**config.mk**
```make
export PLATFORM = sky130hd
export DESIGN_NAME = mul_div_unit
export DESIGN_NICKNAME = d
export VERILOG_FILES = /design/src/rtl/mul_div_unit.sv
export SDC_FILE = /design/constraint.sdc
export NUM_CORES = 1
export LEC_CHECK = 0
export CAP_MARGIN = 10
export CORE_MARGIN = 3
export CORE_UTILIZATION = 55
export DETAILED_ROUTE_END_ITERATION = 12
export PLACE_DENSITY = 0.76
export SETUP_SLACK_MARGIN = 0.02
export SLEW_MARGIN = 30
export SYNTH_ARGS = -nofsm -noshare
export SYNTH_HDL_FRONTEND = slang
export SYNTH_SLANG_ARGS = --single-unit
```
**constraint.sdc**
```tcl
create_clock -name clk -period 5.3 [get_ports clk]
set_input_delay 1.59 -clock clk [delete_from_list [all_inputs] [get_ports clk]]
set_output_delay 1.59 -clock clk [all_outputs]
set_load 0.05 [all_outputs]
```
**src/rtl/mul_div_unit.sv**
```systemverilog
`default_nettype none
// ============================================================================
// Module      : mul_div_unit
// Description : Iterative RV32M multiply/divide unit. One multiply (shift-add)
//               or restoring-divide bit per cycle on operand magnitudes, then
//               a single sign-correction/result-select cycle. Fixed latency:
//               done pulses XLEN+2 cycles after the accepting start cycle.
// Revision    : 1.0 - initial release
// ============================================================================
module mul_div_unit #(
    parameter int XLEN       = 32,
    parameter int REG_ADDR_W = 5
) (
    input  logic                  clk,
    input  logic                  rst,
    input  logic                  start,
    input  logic [2:0]            funct3,
    input  logic [XLEN-1:0]       op_a,
    input  logic [XLEN-1:0]       op_b,
    input  logic [REG_ADDR_W-1:0] rd_in,
    input  logic                  flush,
    output logic                  busy,
    output logic                  done,
    output logic [XLEN-1:0]       result,
    output logic [REG_ADDR_W-1:0] rd_out
);

    localparam int                 c_cnt_w    = $clog2(XLEN + 1);
    localparam logic [c_cnt_w-1:0] c_cnt_init = c_cnt_w'(XLEN);
    localparam logic [c_cnt_w-1:0] c_cnt_one  = c_cnt_w'(1);

    typedef enum logic [1:0] {
        S_IDLE = 2'd0,
        S_CALC = 2'd1,
        S_FIX  = 2'd2,
        S_DONE = 2'd3
    } state_t;

    state_t                  r_state;
    logic [c_cnt_w-1:0]      r_cnt;
    logic [2:0]              r_func;
    logic [REG_ADDR_W-1:0]   r_rd;
    logic                    r_divz;
    logic                    r_neg_res;   // product / quotient must be negated
    logic                    r_neg_rem;   // remainder takes dividend sign
    logic [XLEN-1:0]         r_hi;        // product high half / partial remainder
    logic [XLEN-1:0]         r_lo;        // multiplier->product low / dividend->quotient
    logic [XLEN-1:0]         r_opnd;      // multiplicand or divisor magnitude

    logic                    w_a_signed;
    logic                    w_b_signed;
    logic                    w_a_neg;
    logic                    w_b_neg;
    logic [XLEN-1:0]         w_abs_a;
    logic [XLEN-1:0]         w_abs_b;
    logic                    w_accept;
    logic [XLEN:0]           w_add;
    logic [XLEN:0]           w_rem_shift;
    logic [XLEN:0]           w_diff;
    logic [2*XLEN-1:0]       w_prod;
    logic [2*XLEN-1:0]       w_prod_s;
    logic [XLEN-1:0]         w_quot;
    logic [XLEN-1:0]         w_rem;
    logic [XLEN-1:0]         w_fix_result;

    // Operand signedness: MULHU/DIVU/REMU unsigned, MULHSU signed rs1 only.
    assign w_a_signed = (funct3 != 3'b011) && (funct3 != 3'b101) && (funct3 != 3'b111);
    assign w_b_signed = w_a_signed && (funct3 != 3'b010);
    assign w_a_neg    = w_a_signed && op_a[XLEN-1];
    assign w_b_neg    = w_b_signed && op_b[XLEN-1];
    assign w_abs_a    = w_a_neg ? -op_a : op_a;
    assign w_abs_b    = w_b_neg ? -op_b : op_b;
    assign w_accept   = start && ((r_state == S_IDLE) || (r_state == S_DONE));

    // One iteration: conditional add for multiply, trial subtract for divide.
    assign w_add       = {1'b0, r_hi} + (r_lo[0] ? {1'b0, r_opnd} : {(XLEN+1){1'b0}});
    assign w_rem_shift = {r_hi, r_lo[XLEN-1]};
    assign w_diff      = w_rem_shift - {1'b0, r_opnd};

    // Sign correction of the magnitude results.
    assign w_prod   = {r_hi, r_lo};
    assign w_prod_s = r_neg_res ? -w_prod : w_prod;
    assign w_quot   = r_divz ? {XLEN{1'b1}} : (r_neg_res ? -r_lo : r_lo);
    assign w_rem    = r_neg_rem ? -r_hi : r_hi;

    // Result selection by operation.
    always_comb begin
        w_fix_result = w_prod_s[XLEN-1:0];
        case (r_func)
            3'b000:                 w_fix_result = w_prod_s[XLEN-1:0];
            3'b001, 3'b010, 3'b011: w_fix_result = w_prod_s[2*XLEN-1:XLEN];
            3'b100, 3'b101:         w_fix_result = w_quot;
            default:                w_fix_result = w_rem;
        endcase
    end

    // Control FSM, datapath iteration and registered outputs.
    always_ff @(posedge clk) begin
        if (rst) begin
            r_state   <= S_IDLE;
            r_cnt     <= '0;
            r_func    <= '0;
            r_rd      <= '0;
            r_divz    <= 1'b0;
            r_neg_res <= 1'b0;
            r_neg_rem <= 1'b0;
            r_hi      <= '0;
            r_lo      <= '0;
            r_opnd    <= '0;
            busy      <= 1'b0;
            done      <= 1'b0;
            result    <= '0;
            rd_out    <= '0;
        end else if (flush) begin
            r_state <= S_IDLE;
            busy    <= 1'b0;
            done    <= 1'b0;
        end else if (w_accept) begin
            r_state   <= S_CALC;
            r_cnt     <= c_cnt_init;
            r_func    <= funct3;
            r_rd      <= rd_in;
            r_divz    <= (op_b == '0);
            r_neg_res <= w_a_neg ^ w_b_neg;
            r_neg_rem <= w_a_neg;
            r_hi      <= '0;
            r_lo      <= funct3[2] ? w_abs_a : w_abs_b;
            r_opnd    <= funct3[2] ? w_abs_b : w_abs_a;
            busy      <= 1'b1;
            done      <= 1'b0;
        end else begin
            case (r_state)
                S_CALC: begin
                    if (r_func[2]) begin
                        r_hi <= w_diff[XLEN] ? w_rem_shift[XLEN-1:0] : w_diff[XLEN-1:0];
                        r_lo <= {r_lo[XLEN-2:0], ~w_diff[XLEN]};
                    end else begin
                        r_hi <= w_add[XLEN:1];
                        r_lo <= {w_add[0], r_lo[XLEN-1:1]};
                    end
                    r_cnt <= r_cnt - c_cnt_one;
                    if (r_cnt == c_cnt_one) begin
                        r_state <= S_FIX;
                    end
                end
                S_FIX: begin
                    result  <= w_fix_result;
                    rd_out  <= r_rd;
                    busy    <= 1'b0;
                    done    <= 1'b1;
                    r_state <= S_DONE;
                end
                S_DONE: begin
                    done    <= 1'b0;
                    r_state <= S_IDLE;
                end
                default: begin
                    done    <= 1'b0;
                    r_state <= S_IDLE;
                end
            endcase
        end
    end

endmodule
`default_nettype wire
```
==> summary.txt <==
Run status
  – Outcome: completed

Placement
  – Placed Cells: 2379
  – # port buffers: 114
  – DP HPWL: 40200 microns
  – Pre-CTS setup slack: 0.0715 ns
  – Cell Area, Placed: 16000 sq um
  – Placer Congestion: 0.968

Worst setup path
  – Arrival time worst endpoint: 5.18 ns
  – Worst EP required: 5.68 ns
  – Crit. End Element: flop
  – Reg2Reg Depth: 12
  – Type of the worst setup path: in -> reg
  – Worst Path Max Fanout: 5
  – CP Launch Type: input port

Clock tree
  – Clk buf depth: 2
  – Worst-Skew Late Latency: 0.45 ns
  – CTS Root Cell: clkbuf_16
  – # Post-CTS Setup Buffers: 0
  – CTS H-tree lvls: 4
  – Resized cells post-CTS: 0
  – Clock Sinks: 154
  – CTS tree: done
  – Num CTS Buffers: 17
  – # hold bufs at CTS: 0
  – Worst-path clk slew: 0.08 ns

Synthesis
  – Unique masters post-synth: 79
  – Post-synthesis register bit count: 154
  – Avg Cell Area, Syn: 7.20 sq um
  – Prevailing post-synth register cell: dfxtp_1
  – Post-synthesis async set-or-reset flop share: 0
  – Synth Instances: 2028
  – EDFF count, synth: 0
  – Mapped Area: 14600 sq um
  – Sequential share of the synthesized area: 0.211
  – Yosys Warn Count: 0
  – Syn Nets: 2178

Global route
  – Initial antenna violation count: 1
  – All-Layer GR Usage: 0.364
  – Largest net degree at the start of global routing: 65
  – First-pass GRT wire length: 82900 microns
  – Vias in the first global route: 14658
  – Overflow after GRT: 0

Pwr
  – Part of the power in combinational logic: 0.300
  – IR drop worst, VDD: 0.000229 V
  – Sw frac: 0.382
  – P_int: 2.28 mW
  – LEAKAGE: 6.42 nW
  – Sw power: 1.41 mW
  – Clk network pwr share: 0.351
  – Seq pwr share: 0.349
  – Total power: 3.68 mW
  – Pwr Density: 222 nW/um^2

Timing
  – Final hold violations: 0
  – TNS Setup: 0 ns
  – RSZ-0062 raised after global routing: false
  – Worst-margin pin slew: 1.03 ns
  – Max frequency: 0.208 GHz
  – Normalized max-slew margin: 0.310
  – Max-slew violations: 0
  – Worst setup margin: 0.500 ns
  – Crit path time final: 4.80 ns
  – Setup-failing EPs final: 0
  – Hold WS: 0.434 ns
  – Fin crit share: 0.906
  – Worst Skew: 0.0174 ns

Routing
  – Routed WL: 53000 microns
  – Number of remaining DRC errors: 0
  – Remaining antenna violation count: 0
  – Pre-antenna DRT Iters: 7
  – Via count: 15898
  – 1st-iter DRT viols: 1752
  – Drt wl/cell: 22.0 microns
  – Avg Vias per Cell: 6.59

Finish
  – Non-Filler Instances: 2412
  – Layout cell share with drive strength beyond 1: 0.0682
  – Fin area: 16600 sq um
  – Nets: 2218
  – Fillcell total: 2347
  – Layout overhead on the synthesized area: 13.7%
  – Fin util: 0.648

Min path
  – Hold path cells: 2
  – Min-delay worst type: reg -> reg

Floorplanning
  – Row cnt: 58
  – Die H: 169 microns
  – I/O pins: 115
  – Die Area: 28500 sq um
  – Starting Density: 0.570
  – CORE AREA: 25600 sq um
  – Die W: 169 microns

Flow run
  – Max cap viols: 0
[synthesized netlist by cell type, types with 28 or more instances]
| library cell | number | area [sq um] |
|---|---|---|
| a211oi_1 | 28 | 210 |
| a21o_1 | 29 | 218 |
| a21oi_1 | 174 | 871 |
| clkbuf_1 | 120 | 450 |
| dfxtp_1 | 154 | 3080 |
| ha_1 | 72 | 901 |
| inv_1 | 72 | 270 |
| mux2i_1 | 57 | 571 |
| nand2_1 | 259 | 972 |
| nand3_1 | 40 | 200 |
| nor2_1 | 166 | 623 |
| nor3_1 | 52 | 260 |
| o211ai_1 | 37 | 278 |
| o21ai_0 | 154 | 771 |
| o31ai_1 | 35 | 263 |
| xnor2_1 | 88 | 771 |
| xor2_1 | 101 | 885 |
[cells by family (layout without fill, tap and decap cells)]
logic type | after synthesis | after routing | synth area share
and+or+nand+nor | 677 | 677 | 0.217
xor gates and xnor gates | 189 | 189 | 0.113
buffers and inverters | 216 | 269 | 0.0585
muxes | 65 | 65 | 0.0453
other | 0 | 1 | 0
AOI/OAI and AO/OA | 653 | 653 | 0.290
adders and majority gates | 74 | 74 | 0.0645
DFF | 154 | 154 | 0.211
[final timing paths]
path                    end  slack (ns)      start
setup / recovery   r_lo[27]        0.50   op_b[10]
hold / removal    result[5]        0.43  result[5]
setup reg to reg    r_hi[0]        0.87   r_lo[31]
hold reg to reg   result[5]        0.43  result[5]
[power groups by stage]
stage	Combinational, mW	Sequential [mW]	Clock (mW)
6_report	1.10	1.28	1.29
5_1_grt	1.19	1.29	1.34
4_1_cts	1.07	1.28	1.29
3_5_place_dp	1.07	1.31	0
3_3_place_gp	1.06	1.31	0
2_1_floorplan	0.746	1.27	0
[critical path, cell delays in order]
cell and delay (ns):
clkdlybuf4s50_1 0.46, or4_1 0.61, or4_1 0.48, or3_1 0.43, or4_1 0.57, o31ai_1 0.29
xnor2_1 0.18, nor2_1 0.07, a211oi_1 0.27, o221a_2 0.23
[cell usage in the layout, fill, tap and decap left out, drive strengths merged, types with 13 or more instances in the layout]
cell and count:
a211oi 28, a21o 29, a21oi 174, a221oi 21, a22oi 21, a31oi 18, and2 15, buf 53
clkbuf 18, clkdlybuf4s50 112, dfxtp 154, ha 72, inv 82, mux2i 57, nand2 259, nand2b 13
nand3 40, nor2 166, nor3 52, nor4 22, o211ai 37, o21ai 170, o31ai 35, o41ai 17
or3 25, or4 24, xnor2 88, xor2 101
[flip-flops by register name (all words and copies together) (netlist names)]
signal     count
r_rd           5
done           1
r_func         3
r_neg_rem      1
r_divz         1
busy           1
r_neg_res      1
r_opnd        32
r_hi          32
r_state        2
result        32
rd_out         5
r_lo          32
r_cnt          6
[area by class of cell]
cell class | instances | area (sq um) | share of cell area
Antenna cell | 1 | 2.50 | 0.000151
Clock buffer | 18 | 439 | 0.0265
Clock inverter | 14 | 163 | 0.00980
Inverter | 72 | 270 | 0.0163
Multi-Input combinational cell | 1658 | 10700 | 0.645
Sequential cell | 154 | 3090 | 0.186
Tap cell | 330 | 413 | 0.0249
Timing Repair Buffer | 165 | 1520 | 0.0914
[per-layer routing]
layer,GRT usage,share of wire
met3,0.0619,0.099
met5,0,0
met1,0.504,0.42
met4,0.115,0.033
met2,0.579,0.44
No activity file was read; power rests on OpenSTA's default activity.
